==> src/rtl/serial_subtractor_pkg.sv <==
// Shared arithmetic definitions: FSM state encodings and the default operand
// width used by the bit-serial arithmetic blocks.
package serial_subtractor_pkg;

  localparam int DEFAULT_WIDTH = 8;

  typedef logic [1:0] state_t;

  localparam logic [1:0] S_IDLE  = 2'b00;
  localparam logic [1:0] S_SHIFT = 2'b01;
  localparam logic [1:0] S_DONE  = 2'b10;

endpackage

==> src/rtl/serial_subtractor_full_subtractor.sv <==
// Combinational full-subtractor cell (x - y - bin), built from two
// cascaded half-subtractors.
module full_subtractor (
  input  logic x,
  input  logic y,
  input  logic bin,
  output logic d,
  output logic bout
);

  logic w_d1;
  logic w_b1;
  logic w_b2;

  assign w_d1 = x ^ y;
  assign w_b1 = ~x & y;
  assign d    = w_d1 ^ bin;
  assign w_b2 = ~w_d1 & bin;
  assign bout = w_b1 | w_b2;

endmodule

==> src/rtl/serial_subtractor.sv <==
// Bit-serial subtractor: diff = a - b, LSB first, one bit per clock, with a
// registered borrow and a start/busy/done handshake.
module serial_subtractor
  import serial_subtractor_pkg::*;
#(
  parameter int WIDTH = DEFAULT_WIDTH
) (
  input  logic             clk,
  input  logic             rst_n,
  input  logic             start,
  input  logic [WIDTH-1:0] a,
  input  logic [WIDTH-1:0] b,
  output logic             busy,
  output logic             done,
  output logic [WIDTH-1:0] diff,
  output logic             borrow_out,
  output logic [1:0]       dbg_state
);

  // Handshake: start is accepted on any edge where busy==0 (IDLE or DONE),
  // and a/b are captured on that same edge. busy stays high for exactly WIDTH
  // cycles, then done pulses for one cycle with diff/borrow_out valid.
  // start seen while busy is ignored.

  localparam int CNT_W = (WIDTH > 2) ? $clog2(WIDTH) : 1;
  localparam logic [CNT_W-1:0] CNT_LAST = CNT_W'(WIDTH - 1);

  state_t             r_state;
  logic [WIDTH-1:0]   r_a_sr;
  logic [WIDTH-1:0]   r_b_sr;
  logic [WIDTH-2:0]   r_d_sr;
  logic               r_bw;
  logic [CNT_W-1:0]   r_cnt;
  logic [WIDTH-1:0]   r_diff;
  logic               r_borrow_out;

  logic               w_d;
  logic               w_bout;
  logic [WIDTH-1:0]   w_d_next;

  full_subtractor u_cell (
    .x    (r_a_sr[0]),
    .y    (r_b_sr[0]),
    .bin  (r_bw),
    .d    (w_d),
    .bout (w_bout)
  );

  // Only WIDTH-1 result bits need storage; the final bit arrives combinationally
  // on the completing edge and goes straight into diff.
  assign w_d_next = {w_d, r_d_sr};

  always_ff @(posedge clk or negedge rst_n) begin
    if (!rst_n) begin
      r_state      <= S_IDLE;
      r_a_sr       <= '0;
      r_b_sr       <= '0;
      r_d_sr       <= '0;
      r_bw         <= 1'b0;
      r_cnt        <= '0;
      r_diff       <= '0;
      r_borrow_out <= 1'b0;
    end else begin
      case (r_state)
        S_IDLE, S_DONE: begin
          if (start) begin
            r_a_sr  <= a;
            r_b_sr  <= b;
            r_d_sr  <= '0;
            r_bw    <= 1'b0;
            r_cnt   <= '0;
            r_state <= S_SHIFT;
          end else begin
            r_state <= S_IDLE;
          end
        end
        S_SHIFT: begin
          r_a_sr <= {1'b0, r_a_sr[WIDTH-1:1]};
          r_b_sr <= {1'b0, r_b_sr[WIDTH-1:1]};
          r_d_sr <= w_d_next[WIDTH-1:1];
          r_bw   <= w_bout;
          r_cnt  <= r_cnt + CNT_W'(1);
          if (r_cnt == CNT_LAST) begin
            r_diff       <= w_d_next;
            r_borrow_out <= w_bout;
            r_state      <= S_DONE;
          end
        end
        default: r_state <= S_IDLE;
      endcase
    end
  end

  assign busy       = (r_state == S_SHIFT);
  assign done       = (r_state == S_DONE);
  assign diff       = r_diff;
  assign borrow_out = r_borrow_out;
  assign dbg_state  = r_state;

endmodule

==> config.mk <==
export PLATFORM = sky130hd
export DESIGN_NAME = serial_subtractor
export DESIGN_NICKNAME = d
export VERILOG_FILES = /design/src/rtl/serial_subtractor_pkg.sv /design/src/rtl/serial_subtractor_full_subtractor.sv /design/src/rtl/serial_subtractor.sv
export SDC_FILE = /design/constraint.sdc
export NUM_CORES = 1
export LEC_CHECK = 0
export ABC_AREA = 1
export CAP_MARGIN = 10
export CORE_UTILIZATION = 47
export DETAILED_ROUTE_END_ITERATION = 16
export PLACE_DENSITY = 0.75
export SLEW_MARGIN = 5
export SYNTH_ARGS = -nofsm -noshare
export SYNTH_HDL_FRONTEND = slang
export SYNTH_SLANG_ARGS = --single-unit
==> constraint.sdc <==
create_clock -name clk -period 1.1 [get_ports clk]
set_input_delay 0.22 -clock clk [delete_from_list [all_inputs] [get_ports clk]]
set_output_delay 0.22 -clock clk [all_outputs]
set_load 0.03 [all_outputs]
# Word level (Yosys, flattened, before mapping)
# Cells that the tools add are included.
word_totals:
  wordCells: 39
  ff_bits: 38
  out_inout_bits: 13
  input_bits: 19
op_classes:
  eq_ne: 5
  add_sub_neg: 1
  n_reduce_logical: 5
  mux: 13
  n_bitwise: 7
ops:
  columns: ["cell", "count"]
  rows:
  - ["8-bit case mux with 2 select lines", 2]
  - ["8-bit two-way mux", 2]
  - ["7-bit case mux with 2 select lines", 1]
  - ["7-bit two-way mux", 1]
  - ["3-bit case mux with 2 select lines", 1]
  - ["2-bit case mux with 2 select lines", 1]
  - ["2-bit AND reduction", 2]
  - ["3-bit by 1-bit adder with 3-bit output (second input constant)", 1]
  - ["3-bit equality test (second input constant)", 1]
  - ["3-bit two-way mux", 1]
  - ["1-bit AND", 2]
  - ["2-bit by 1-bit equality test with 1-bit output (second input constant)", 1]
  - ["2-bit equality test (second input constant)", 1]
  - ["2-bit zero test", 1]
  - ["1-bit two-way mux", 2]
  - ["2-bit two-way mux", 1]
  - ["2-bit by 1-bit inequality test with 1-bit output (second input constant)", 1]
  - ["2-bit inequality test (second input constant)", 1]
  - ["1-bit inverter", 2]
  - ["1-bit case mux with 2 select lines", 1]
  - ["2-bit nonzero test", 1]
  - ["2-bit OR reduction", 1]
  - ["1-bit bitwise XOR", 2]
  - ["1-bit OR", 1]

# Depth between registers and ports, before layout
logic_depth:
  word_depth: 5
  ltp_mapped: 8
  mapped_depth_nobuf: 6

# Hierarchy
# From an unflattened synthesis, not the netlist that was laid out.
unflattened:
  cells_unflattened: 219
  area_unflattened_um2: 1829.3
by_module_without_submodules:
  columns: ["mod", "seq_area_each_um2", "area_each_um2", "cells_each", "n_inst"]
  rows:
  - ["serial_subtractor", 950.9, 1798.0, 215, 1]
  - ["full_subtractor", 0.0, 31.3, 4, 1]

# Worst setup path after synthesis
# No wires, ideal clock.
synth_timing:
  path_type: "register to output"
  startpoint: "register r_state[1], in the netlist dbg_state[1]"
  endpoint: "output done"
  arrival_ps: 1326
  path_buffers: 1
  path_slack_ps: -446
  stages_incl_launch_ff: 4
  path_cell_list: "dfrtp_1 > inv_2 > buf_2 > nor2_1"
synth_via:
  elab_chain_cells: 1
synth_lines:
  columns: ["item", "line_no", "source"]
  rows:
  - ["from (decl)", "serial_subtractor.sv:28", "state_t r_state;"]
  - ["from (signal assigned)", "serial_subtractor.sv:55", "r_state <= S_IDLE;"]
  - ["from (signal assigned)", "serial_subtractor.sv:72", "r_state <= S_SHIFT;"]
  - ["from (signal assigned)", "serial_subtractor.sv:74", "r_state <= S_IDLE;"]
  - ["2-bit equality test", "serial_subtractor.sv:95", "assign done = (r_state == S_DONE);"]
  - ["to (decl)", "serial_subtractor.sv:14", "output logic done,"]
# No other way between the ends.

# Worst setup path after layout
layout_timing:
  startpoint: "register r_state[0], in the netlist dbg_state[0]"
  endpoint: "output done"
# Same word-level chain as after synthesis.

==> impl_metrics.ini <==
[flow_run]
maxCapViolCount = 0

[place]
gp_congestion = 0.827
hpwl_mm = 2.46
port_buffers = 31

[die]
core_um2 = 3720
rows = 22
die_w_um = 64.6
start_util_pct = 49.6
die_h_um = 64.6
io_pins = 32
die_area_um2 = 4170

[worst_setup_path]
start_kind = flop
crit_path_frequent_cell = buf_6
max_stage_delay_ns = 0.47
critPathArrivalTime_ns = 1.15
critPathRequiredTime_ns = 0.88
path_class = reg2out
end_kind = primary output
crit_path_max_fanout = 4
crit_chain = buf_6, nor2_4, buf_6
slowest_stage = dfrtp_2

[detailed_routing]
dr_total_vias = 1684
drcViolationCount = 0
wirelength_mm = 5.10
drt_iter0_markers = 147
wl_per_cell_um = 15.4
postRouteAntennaNets = 0
vias_per_cell = 5.07
drt_first_pass_iters = 5

[cts]
path_clk_slew_ns = 0.08
numCtsBuffers = 5
cts_sinks = 38
cts_tree = yes
cts-htree-levels = 2
ctsLongestPathBuffers = 2
clock_latency_ns = 0.31
root_buffer = clkbuf_8

[power_and_ir_drop]
power.total_uw = 9440
power.density_nw_per_um2 = 3290
ir_drop_mv = 1.70
cellLeakagePower_uw = 0.00151

[synth]
yosysUniqueCellTypes = 22
synth-seq-cells = 38
yosysTopAreaCell = dfrtp_1
synthCells = 216
syn_area_um2 = 1840
avgSynthCellArea_um2 = 8.53
synth_top_area_share_pct = 51.6
synthTopCellsByArea = dfrtp_1, nand2_1, inv_1, nand3_1, o21ai_2
ys_seq_area_share_pct = 51.6
synth_nets = 238
synth_warnings = 0

[timing]
layout_setup_ws_ns = -0.275
setup_viol = 40
tns_ns = -5.90
slew_viol_final = 0
fmax_ghz = 0.727
grt_setup_unrepaired = true
fin_crit_sh_pct = 125
min_period_ns = 1.37
timing.slew.headroom_pct = 86.5
worst_slew_pin_slew_ns = 0.202
skew_ns = 0.0151
final-hold-violation-count = 0

[global_routing]
grt_usage_pct = 24.6
grt_pass1_vias = 1569
grt_pass1_wl_mm = 7.49
grt_max_degree = 39
gr-total-overflow = 0
antenna_found_initial = 0

[layout]
syn_to_final_growth_pct = 55.8
drive_above_1_share_pct = 44.7
fillers = 226
fin_nets = 305
n_antenna_cell = 0

[hold_path]
hp-class = in2async

[status]
violations = negative setup slack
outcome = finished, violations left
[cell usage in the layout (no fill, tap or decap)]
master	instances
nand2_1	48
inv_1	37
dfrtp_1	36
buf_4	24
o21ai_2	19
buf_6	18
nand3_1	17
clkdlybuf4s50_1	17
nand2_2	15
nand3_2	11
nand2_4	6
clkbuf_8	6
buf_12	4
nand2_8	3
inv_4	2
nor2_4	2
inv_2	2
dfrtp_2	2
buf_8	2
inv_12	1
nor2_1	1
a21oi_2	1
or2_4	1
fa_2	1
ha_2	1
ha_4	1
clkinvlp_4	1
clkinv_2	1
inv_8	1
buf_16	1
dlygate4sd3_1	1
buf_2	1
[worst max-delay path, delay by kind of cell, from the launching register on]
kind / cells / cell delay [ns]
flip-flops: 1 / 0.47
AND/OR/NAND/NOR: 1 / 0.09
buffers and inverters: 2 / 0.28
[registers in the layout, indices dropped and copies added, names as in the netlist]
register and count:
borrow_out 1, r_d_sr 7, r_a_sr 8, diff 8, dbg_state 2, r_cnt 3
r_b_sr 8, r_bw 1
[layer usage]
layer / vias to the layer above / global-route usage [%] / routed length, um
li1: 788 / - / -
met2: 48 / 39.3 / 2630
met4: 0 / 12.8 / 227
met5: - / 0 / 0
met1: 823 / 30.1 / 2040
met3: 25 / 6.87 / 210
[cells by family (layout without fill, tap and decap cells)]
| logic type | Yosys count | count (layout) | synth area share (%) |
|---|---|---|---|
| buffers and inverters | 51 | 119 | 13.2 |
| AND/OR/NAND/NOR | 104 | 104 | 25.6 |
| adder cells (fa/ha/maj) | 3 | 3 | 2.45 |
| AO/OA/AOI/OAI | 20 | 20 | 7.06 |
| flip-flops | 38 | 38 | 51.6 |
[path summary, 6_finish.rpt]
| check | startpoint | to | slack, ns | cells after the start |
|---|---|---|---|---|
| worst min-delay path | rst_n | r_a_sr[5] | 0.40 | 3 |
| max in group asynchronous | rst_n | dbg_state[1] | 0.49 | 3 |
| worst min register to register | r_a_sr[1] | r_a_sr[1] | 0.47 | 2 |
| worst max-delay path | dbg_state[0] | done | -0.27 | 3 |
| worst max register to register | dbg_state[0] | r_a_sr[3] | -0.20 | 7 |
| min in group clk | r_a_sr[1] | r_a_sr[1] | 0.47 | 2 |
[repair_timing]
action	in CTS	in global routing
gates resized for setup	36	47
hold buffers	1	0
endpoints found under the setup margin	40	45
gates cloned	3	0
endpoints found under the hold margin	38	0
pin swaps	11	13
buffers inserted	16	4
[layout make-up]
type	instances	area (um2)	area share, %
Sequential cell	38	953	33.2
Multi-Input combinational cell	127	870	30.3
Timing Repair Buffer	68	706	24.6
Inverter	42	175	6.10
Clock buffer	6	82.6	2.88
Tap cell	48	60.1	2.09
Clock inverter	2	12.5	0.436
Timing Repair inverter	1	11.3	0.392
[Yosys cell counts]
master and n:
a21oi_1 1, buf_2 3, buf_4 1, buf_6 5, dfrtp_1 38, fa_1 1, ha_1 2, inv_1 39
inv_2 1, inv_4 1, inv_6 1, nand2_1 67, nand2_2 2, nand2_4 2, nand2_8 1, nand3_1 28
nor2_1 2, nor2_4 1, o21ai_0 6, o21ai_1 5, o21ai_2 8, or2_2 1
[metrics by stage]
step           setup slack, ns  hold slack [ns]  area, um2  util, %  std cells
6_report                -0.275            0.400       2870     77.2        332
5_1_grt                 -0.297            0.432       2870     77.2        332
4_1_cts                 -0.242            0.415       2730     73.5        332
3_5_place_dp            -0.187            0.203       2350     63.2        306
3_3_place_gp            -0.170            0.202       2350     63.2        306
2_1_floorplan           -0.128          -0.0756       1900        -        216
[power by group]
group	switching, uW	internal, uW
sequential	479	2070
combinational	3190	2680
clock	515	503
total	4190	5250
(Power assumes the default switching activity.)
